--- config.mk ---
export PLATFORM = sky130hd
export DESIGN_NAME = synthesizer_frame_stretcher
export DESIGN_NICKNAME = d
export VERILOG_FILES = /design/src/rtl/synthesizer_frame_stretcher.sv
export SDC_FILE = /design/constraint.sdc
export NUM_CORES = 2
export LEC_CHECK = 0
export CAP_MARGIN = 20
export CORE_ASPECT_RATIO = 0.75
export CORE_UTILIZATION = 63
export CTS_CLUSTER_DIAMETER = 80
export DETAILED_ROUTE_END_ITERATION = 10
export DONT_BUFFER_PORTS = 1
export PLACE_DENSITY = 0.82
export SLEW_MARGIN = 20
export SYNTH_ARGS = -nofsm -noshare
export SYNTH_HDL_FRONTEND = slang
export SYNTH_SLANG_ARGS = --single-unit
--- constraint.sdc ---
create_clock -name Clk -period 6 [get_ports Clk]
set_input_delay 1.5 -clock Clk [delete_from_list [all_inputs] [get_ports Clk]]
set_output_delay 1.5 -clock Clk [all_outputs]
set_load 0.02 [all_outputs]
--- src/rtl/synthesizer_frame_stretcher.sv ---
// Frame stretcher: buffers whole channelizer frames and replays them at a fixed cadence.
// Optional error statistics counters are enabled by defining SYNTH_STRETCHER_STATS_EN.
module synthesizer_frame_stretcher #(
    parameter int NUM_CHANNELS    = 16,
    parameter int DATA_WIDTH      = 22,
    parameter int NUM_FRAMES      = 4,
    parameter int PREFILL_FRAMES  = 2,
    parameter int OUTPUT_INTERVAL = 4,
    localparam int IW = $clog2(NUM_CHANNELS),
    localparam int FW = $clog2(NUM_FRAMES),
    localparam int PW = FW + 1
) (
    input  logic                       Clk,
    input  logic                       Rst_n,
    input  logic                       Input_valid,
    input  logic                       Input_last,
    input  logic [IW-1:0]              Input_index,
    input  logic [1:0][DATA_WIDTH-1:0] Input_data,
    input  logic                       Transmit_active,
    output logic                       Output_valid,
    output logic                       Output_last,
    output logic [IW-1:0]              Output_index,
    output logic [1:0][DATA_WIDTH-1:0] Output_data,
    output logic [PW-1:0]              Frames_buffered,
    output logic                       Error_overflow,
    output logic                       Error_underflow,
    output logic                       Error_sequence
`ifdef SYNTH_STRETCHER_STATS_EN
    ,
    output logic [15:0]                Stat_overflow_count,
    output logic [15:0]                Stat_underflow_count,
    output logic [15:0]                Stat_sequence_count
`endif
);

    localparam int CW = $clog2(OUTPUT_INTERVAL);
    localparam int AW = FW + IW;
    localparam int SW = 2 * DATA_WIDTH;

    typedef enum logic [1:0] {
        IDLE    = 2'd0,
        PREFILL = 2'd1,
        RUN     = 2'd2
    } state_t;

    logic [SW-1:0] mem [NUM_FRAMES*NUM_CHANNELS];
    logic [SW-1:0] rd_q;
    logic [AW-1:0] waddr;
    logic [AW-1:0] raddr;

    logic [PW-1:0] wr_ptr;
    logic [PW-1:0] rd_ptr;
    logic [PW-1:0] wr_ptr_nxt;
    logic [PW-1:0] rd_ptr_nxt;
    logic [PW-1:0] fill;

    logic [IW-1:0] exp_idx;
    logic          skip;
    logic          seq_err;
    logic          ovf_err;
    logic          wr_en;
    logic          commit;

    state_t        state;
    state_t        state_nxt;
    logic [CW-1:0] cad;
    logic [IW-1:0] out_idx;
    logic          uf_frame;
    logic          tick;
    logic          empty;
    logic          zero_now;
    logic          last_now;
    logic          rel;
    logic          discard;
    logic          uf_pulse;

    logic          s1_valid;
    logic          s1_last;
    logic          s1_zero;
    logic [IW-1:0] s1_idx;

    assign fill            = wr_ptr - rd_ptr;
    assign Frames_buffered = fill;
    assign waddr           = {wr_ptr[FW-1:0], exp_idx};
    assign raddr           = {rd_ptr[FW-1:0], out_idx};
    assign wr_ptr_nxt      = wr_ptr + {{(PW-1){1'b0}}, commit};
    assign rd_ptr_nxt      = discard ? wr_ptr_nxt
                                     : rd_ptr + {{(PW-1){1'b0}}, rel};

    // Write side: check index sequence, refuse new frames when full
    always_comb begin
        seq_err = 1'b0;
        ovf_err = 1'b0;
        wr_en   = 1'b0;
        commit  = 1'b0;
        if (Input_valid && !skip) begin
            if (Input_index != exp_idx) begin
                seq_err = 1'b1;
            end else if (exp_idx == '0 && fill == PW'(NUM_FRAMES)) begin
                ovf_err = 1'b1;
            end else if (Input_last && exp_idx != IW'(NUM_CHANNELS-1)) begin
                seq_err = 1'b1;
            end else begin
                wr_en  = 1'b1;
                commit = Input_last;
            end
        end
    end

    always_ff @(posedge Clk or negedge Rst_n) begin
        if (!Rst_n) begin
            wr_ptr         <= '0;
            exp_idx        <= '0;
            skip           <= 1'b0;
            Error_sequence <= 1'b0;
            Error_overflow <= 1'b0;
        end else begin
            wr_ptr         <= wr_ptr_nxt;
            Error_sequence <= seq_err;
            Error_overflow <= ovf_err;
            if (Input_valid) begin
                if (skip || seq_err || ovf_err) begin
                    skip    <= !Input_last;
                    exp_idx <= '0;
                end else begin
                    exp_idx <= Input_last ? '0 : exp_idx + 1'b1;
                end
            end
        end
    end

    always_ff @(posedge Clk) begin
        if (wr_en) begin
            mem[waddr] <= Input_data;
        end
        rd_q <= mem[raddr];
    end

    // Read FSM: an empty buffer at a frame start plays a full zero frame
    always_comb begin
        state_nxt = state;
        tick      = 1'b0;
        rel       = 1'b0;
        discard   = 1'b0;
        uf_pulse  = 1'b0;
        empty     = (fill == '0);
        zero_now  = uf_frame;
        last_now  = (out_idx == IW'(NUM_CHANNELS-1));
        unique case (state)
            IDLE: begin
                if (Transmit_active) state_nxt = PREFILL;
            end
            PREFILL: begin
                if (!Transmit_active) begin
                    state_nxt = IDLE;
                end else if (fill >= PW'(PREFILL_FRAMES)) begin
                    state_nxt = RUN;
                end
            end
            RUN: begin
                if (cad == '0) begin
                    tick = 1'b1;
                    if (out_idx == '0) begin
                        zero_now = empty;
                        uf_pulse = empty;
                    end
                    if (last_now) begin
                        if (!Transmit_active) begin
                            discard   = 1'b1;
                            state_nxt = IDLE;
                        end else if (!zero_now) begin
                            rel = 1'b1;
                        end
                    end
                end
            end
            default: state_nxt = IDLE;
        endcase
    end

    always_ff @(posedge Clk or negedge Rst_n) begin
        if (!Rst_n) begin
            state           <= IDLE;
            rd_ptr          <= '0;
            cad             <= '0;
            out_idx         <= '0;
            uf_frame        <= 1'b0;
            s1_valid        <= 1'b0;
            s1_last         <= 1'b0;
            s1_zero         <= 1'b0;
            s1_idx          <= '0;
            Output_valid    <= 1'b0;
            Output_last     <= 1'b0;
            Output_index    <= '0;
            Output_data     <= '0;
            Error_underflow <= 1'b0;
        end else begin
            state           <= state_nxt;
            rd_ptr          <= rd_ptr_nxt;
            Error_underflow <= uf_pulse;
            if (state != RUN) begin
                cad     <= '0;
                out_idx <= '0;
            end else begin
                cad <= (cad == CW'(OUTPUT_INTERVAL-1)) ? '0 : cad + 1'b1;
                if (tick) out_idx <= out_idx + 1'b1;
            end
            if (tick && out_idx == '0) uf_frame <= empty;
            s1_valid     <= tick;
            s1_last      <= tick && last_now;
            s1_zero      <= zero_now;
            s1_idx       <= out_idx;
            Output_valid <= s1_valid;
            Output_last  <= s1_valid && s1_last;
            Output_index <= s1_valid ? s1_idx : '0;
            Output_data  <= (s1_valid && !s1_zero && Transmit_active) ? rd_q : '0;
        end
    end

`ifdef SYNTH_STRETCHER_STATS_EN
    always_ff @(posedge Clk or negedge Rst_n) begin
        if (!Rst_n) begin
            Stat_overflow_count  <= '0;
            Stat_underflow_count <= '0;
            Stat_sequence_count  <= '0;
        end else begin
            if (ovf_err && Stat_overflow_count != 16'hFFFF)
                Stat_overflow_count <= Stat_overflow_count + 16'd1;
            if (uf_pulse && Stat_underflow_count != 16'hFFFF)
                Stat_underflow_count <= Stat_underflow_count + 16'd1;
            if (seq_err && Stat_sequence_count != 16'hFFFF)
                Stat_sequence_count <= Stat_sequence_count + 16'd1;
        end
    end
`endif

endmodule

# Word-level counts from Yosys, hierarchy flattened
# Memory sizes are Yosys's and may differ from the RTL's. A register that Yosys moved wholly into a read port is not among the register bits.
# Index checks and enable logic that the tools add are counted.
dict set report classes {
  addsub 6
  n_mul 0
  div 0
  magnitude_cmp 1
  n_eq_ne 13
  shifts 0
  n_mux 52
  n_bitwise 0
  reduce_logical 21
}
# cell n
set op_table {}
lappend op_table {{$mux W44} 1}
lappend op_table {{$mux W1} 36}
lappend op_table {{$mux W4} 5}
lappend op_table {{$mux W2} 8}
lappend op_table {{$ne A2 B2 Y1 const B} 5}
lappend op_table {{$add A4 B1 Y4 const B} 2}
lappend op_table {{$logic_and A1 B1 Y1} 8}
lappend op_table {{$logic_not A4 Y1} 2}
lappend op_table {{$add A3 B1 Y3} 2}
lappend op_table {{$pmux W2 S3} 1}
lappend op_table {{$reduce_and A5 Y1} 1}
lappend op_table {{$eq A2 B2 Y1 const B} 2}
lappend op_table {{$eq A4 B4 Y1 const B} 1}
lappend op_table {{$logic_not A2 Y1} 2}
lappend op_table {{$ne A4 B4 Y1} 1}
lappend op_table {{$ne A4 B4 Y1 const B} 1}
lappend op_table {{$eq A3 B3 Y1 const B} 1}
lappend op_table {{$ge A3 B2 Y1 const B} 1}
lappend op_table {{$logic_not A1 Y1} 3}
lappend op_table {{$logic_not A3 Y1} 1}
lappend op_table {{$mux W3} 1}
lappend op_table {{$ne A3 B3 Y1 const B} 1}
lappend op_table {{$sub A3 B3 Y3} 1}
lappend op_table {{$add A2 B1 Y2 const B} 1}
lappend op_table {{other kinds (4)} 5}
dict set report totals {
  regBits 80
  latchBits 0
  ram_bits 2816
  romBits 0
  input_bits 53
  output_inout_bits 56
  word_cells 114
  memories 1
}
# name words word_bits read_ports rd_clocked_by_memory_dff wr line_no
set mem_list {}
lappend mem_list {mem 64 44 1 1 1 46} ;# logic [SW-1:0] mem [NUM_FRAMES*NUM_CHANNELS];

# Depth between registers and ports, before layout
dict set report logic_depth {
  ltp_word 12
  mapped_depth 14
}

# Worst setup path after synthesis
# OpenSTA, ideal clock, no wires.
dict set report synth_timing {
  path_kind {input -> register}
  from {input port Input_index[1]}
  to {memory mem[11][0] (netlist bit), enable pin}
  setup_time_ps 446
  arrival_time_ps 4847
  required_ps 5554
  slack_ps 708
  path_stages 6
  cell_sequence {xor2_1 -> nor4_1 -> nand4_1 -> or4_1 -> clkbuf_1 -> nor2_1}
}
dict set report synth_between {
  elab_chain_len 5
}
# element line_no
set synth_rtl {}
lappend synth_rtl {{from (decl)} 17} ;# input logic [IW-1:0] Input_index,
lappend synth_rtl {{$ne A4 B4 Y1} 97} ;# if (Input_index != exp_idx) begin
lappend synth_rtl {{$mux W1} 97}
lappend synth_rtl {{$mux W1} 96} ;# if (Input_valid && !skip) begin
lappend synth_rtl {{$mux W1} 133} ;# if (wr_en) begin
lappend synth_rtl {{$mux W1 (implied by the code)} 134} ;# mem[waddr] <= Input_data;
lappend synth_rtl {{to (decl)} 46}
# No other way between the ends.

# Final worst setup path
dict set report layout_timing {
  from {register rd_ptr[0]}
  to {memory mem[11][37] (netlist bit), enable pin}
}
dict set report layout_between {
  elab_chain_len 8
}
# element line_no
set layout_rtl {}
lappend layout_rtl {{from (decl)} 52} ;# logic [PW-1:0] rd_ptr;
lappend layout_rtl {{from (signal assigned)} 199} ;# rd_ptr <= rd_ptr_nxt;
lappend layout_rtl {{$sub A3 B3 Y3} 82} ;# assign fill = wr_ptr - rd_ptr;
lappend layout_rtl {{net Frames_buffered[2]} 24} ;# output logic [PW-1:0] Frames_buffered,
lappend layout_rtl {{$eq A3 B3 Y1} 99} ;# end else if (exp_idx == '0 && fill == PW'(NUM_FRAMES)) begin
lappend layout_rtl {{$logic_and A1 B1 Y1} 99}
lappend layout_rtl {{$mux W1} 99}
lappend layout_rtl {{$mux W1} 97}
lappend layout_rtl {{$mux W1} 96}
lappend layout_rtl {{$mux W1} 133}
lappend layout_rtl {{$mux W1 (implied by the code)} 134}
# The timed path passes the listed nets, and every way through them passes these cells.

==> summary.txt <==
Outcome
  – Status: finished with violations
  – Failing checks: design-rule violations

Clock tree
  – Clk_lat worst skew: 0.93 ns
  – Post-CTS Setup Inserts: 0
  – Clk buf depth: 4
  – CTS tree: yes
  – Resized Gates After CTS: 0
  – Root Driver: clkbuf_16
  – Num CTS Buffers: 280
  – H-Tree Depth: 5
  – Clock Sinks: 2940
  – Worst-path clk slew: 0.07 ns
  – Hold Buf Count CTS: 0

Layout
  – Leading cell types in the layout, fill and taps excluded: edfxtp_1, mux4_2, clkbuf_16
  – Layout cells sized above 1: 0.292
  – Fillers: 9210
  – NumNets Final: 4861
  – Area Growth Syn to Fin: 11.5%
  – Commonest non-fill, non-tap cell in the layout: edfxtp_1
  – Fin area: 124000 um^2

Power
  – Peak supply drop: 0.300 mV
  – Reg power frac: 0.561
  – Switching part of the total: 0.195
  – Power share of the combinational group: 0
  – Switch Pwr: 7.81 mW
  – Internal: 32.2 mW
  – Clock power frac: 0.439
  – Pwr per Cell Area: 324 nW/um^2
  – Lkg Pwr: 37.8 nW

Floorplanning
  – Ports: 109
  – Starting Density: 0.634
  – Core box area: 175000 um^2
  – Num rows: 133
  – Die footprint: 178000 um^2
  – Die Y: 366 um
  – Die W: 487 um

Global routing
  – Initial antenna violation count: 24
  – First-pass GRT wire length: 439 mm
  – Vias in the first global route: 55700
  – Total GRT Usage: 0.363
  – Largest net degree at the start of global routing: 138
  – Gr ovfl total: 0

Worst setup path
  – Crit path buf inv count: 1
  – Req. time, crit path: 6.52 ns
  – Startpoint Class: flop
  – CP Capture Type: flop
  – CP dominant cell by count: nand4_1
  – CP max FO: 44
  – CP arrival: 5.21 ns
  – CP cell instances: ha_1 -> fa_1 -> xor3_1 -> nand4_1 -> nand4_1 -> or4_1 -> nor2_4 -> buf_4
  – Crit path largest cell delay: 0.92 ns
  – Top delay family on crit path: simple AND/OR/NAND/NOR gates
  – Critical path type: reg2reg
  – Slowest CP cell: or4_1

Route
  – Via count: 55400
  – DR pass1 iterations: 9
  – Post-route ant nets: 0
  – Routed WL per cell: 42.8 um
  – DR iter-0 viols: 9683
  – Drt drc: 4
  – Via/cell ratio: 7.53
  – Total wire length: 315 mm

Logic synthesis
  – EDFF count, synth: 2816
  – Asr flop ratio synth: 0.0272
  – Synth Register Bits: 2940
  – Cells after Synth: 4599
  – Register area share after synthesis: 0.788
  – Synth Warn #: 0
  – Unique cell type count in the Yosys netlist: 50
  – Yosys top cell by area: edfxtp_1
  – Area contributors post-synth: edfxtp_1, mux4_2, dfrtp_1
  – Synth top area share: 0.762
  – Mapped Area: 111000 um^2
  – Synthesized area per cell: 24.1 um^2
  – Primary FF master, synth: edfxtp_1
  – Syn Nets: 4664

STA
  – Slew HR: 0.141
  – Worst-Margin Slew: 1.29 ns
  – Final worst setup slack: 1.31 ns
  – RSZ-0062 raised after global routing: no
  – Period minus WS final: 4.69 ns
  – Crit share post-route: 0.782
  – Final Hold Fails: 0
  – Min Hold Slack: 0.266 ns
  – TNS Setup: 0 ns
  – Final setup vio count: 0
  – Max Slew Vio Count: 0
  – Max Fclk: 213 MHz
  – Post-route clock skew: 0.0577 ns

Placed design
  – Port Buffers: 0
  – Place WS: 1.22 ns
  – Placement Cell Area: 115000 um^2
  – Post-DP HPWL: 160 mm
  – GPL Wtd Cong: 0.876

Hold path
  – Hold Path Class: in2async

Flow run
  – Maxcap violations: 0
[routing by layer]
metal  wire (um)  track usage  vias to the layer above  share of wire
li1            -            -                    20100              -
met1      101000        0.480                    28600           0.32
met2      150000        0.570                     5614           0.48
met3       44900       0.0983                     1105           0.14
met4       18900        0.175                       22          0.060
met5         144            0                        -        0.00046
[cell usage after synthesis, types with 8 or more instances]
| master | instances |
|---|---|
| nand3_1 | 11 |
| nor2b_1 | 8 |
| nand2b_1 | 11 |
| clkbuf_1 | 105 |
| a22oi_1 | 8 |
| a211oi_1 | 10 |
| dfxtp_1 | 44 |
| inv_1 | 14 |
| buf_4 | 28 |
| mux4_2 | 820 |
| o22ai_1 | 20 |
| buf_2 | 79 |
| a2111oi_0 | 13 |
| a21oi_1 | 60 |
| buf_1 | 26 |
| o221ai_1 | 9 |
| mux2_2 | 16 |
| ha_1 | 11 |
| a221oi_1 | 24 |
| edfxtp_1 | 2816 |
| nand4_1 | 9 |
| mux2i_1 | 92 |
| and2_1 | 53 |
| buf_6 | 8 |
| nand2_1 | 40 |
| nor2_1 | 112 |
| nor3_1 | 8 |
| dfrtp_1 | 80 |
[final cells by class]
type / instances / area [um^2] / share of cell area
Clock buffer: 364 / 7680 / 0.0621
Multi-Input combinational cell: 1398 / 22800 / 0.185
Tap cell: 2362 / 2960 / 0.0239
Inverter: 15 / 61.3 / 0.000495
Timing Repair Buffer: 161 / 1720 / 0.0139
Antenna cell: 12 / 30.0 / 0.000243
Clock inverter: 111 / 1010 / 0.00820
Sequential cell: 2940 / 87500 / 0.707
[kinds of logic after synthesis]
logic type,share of synthesized area
flops,0.788
xor+xnor,0.000924
buf+inv,0.0112
fa+ha+maj,0.00142
compound gates,0.0107
simple gates,0.0119
mux,0.176
[worst reg2reg max path, cell delays in order (launching register included)]
cell,delay [ns]
dfrtp_4,0.70
ha_1,0.31
fa_1,0.37
xor3_1,0.40
nand4_1,0.34
nand4_1,0.19
or4_1,0.92
nor2_4,0.29
buf_4,0.71
[worst paths after layout]
path | start | cells after the start | end | slack [ns]
hold reg to reg | rd_q[37] | 1 | Output_data[37] | 0.45
hold / removal | Rst_n | 0 | Output_data[27] | 0.27
setup / recovery | rd_ptr[0] | 8 | mem[11][37] | 1.31
min in group Clk | rd_q[37] | 1 | Output_data[37] | 0.45
setup reg to reg | rd_ptr[0] | 8 | mem[11][37] | 1.31
max in group asynchronous | Rst_n | 0 | Output_data[3] | 5.52
[state kept, by name (all words and copies together) (netlist names), 2 cells and up]
register / count
out_idx: 4
Output_index: 4
mem: 2816
rd_ptr: 3
exp_idx: 4
cad: 2
s1_idx: 4
rd_q: 44
wr_ptr: 3
Output_data: 44
state: 2
[per-stage QoR]
step / power (mW) / std cells / util
after CTS: 40.0 / 7351 / 0.707
final: 40.0 / 7363 / 0.707
after floorplan: 22.9 / 4599 / -
after global routing: 40.7 / 7352 / 0.707
after detailed placement: 22.9 / 6876 / 0.657
after global placement: 22.9 / 6876 / 0.657
[power by group through the flow]
stage / Combinational (mW) / Clock (mW) / Sequential, mW
after CTS: 0.0182 / 17.5 / 22.5
after global routing: 0.0197 / 18.2 / 22.4
final: 0.0189 / 17.6 / 22.5
after detailed placement: 0.0177 / 0 / 22.9
after floorplan: 0.0118 / 0 / 22.9
after global placement: 0.0171 / 0 / 22.9
Note: power is estimated with default switching activity, not from simulation.
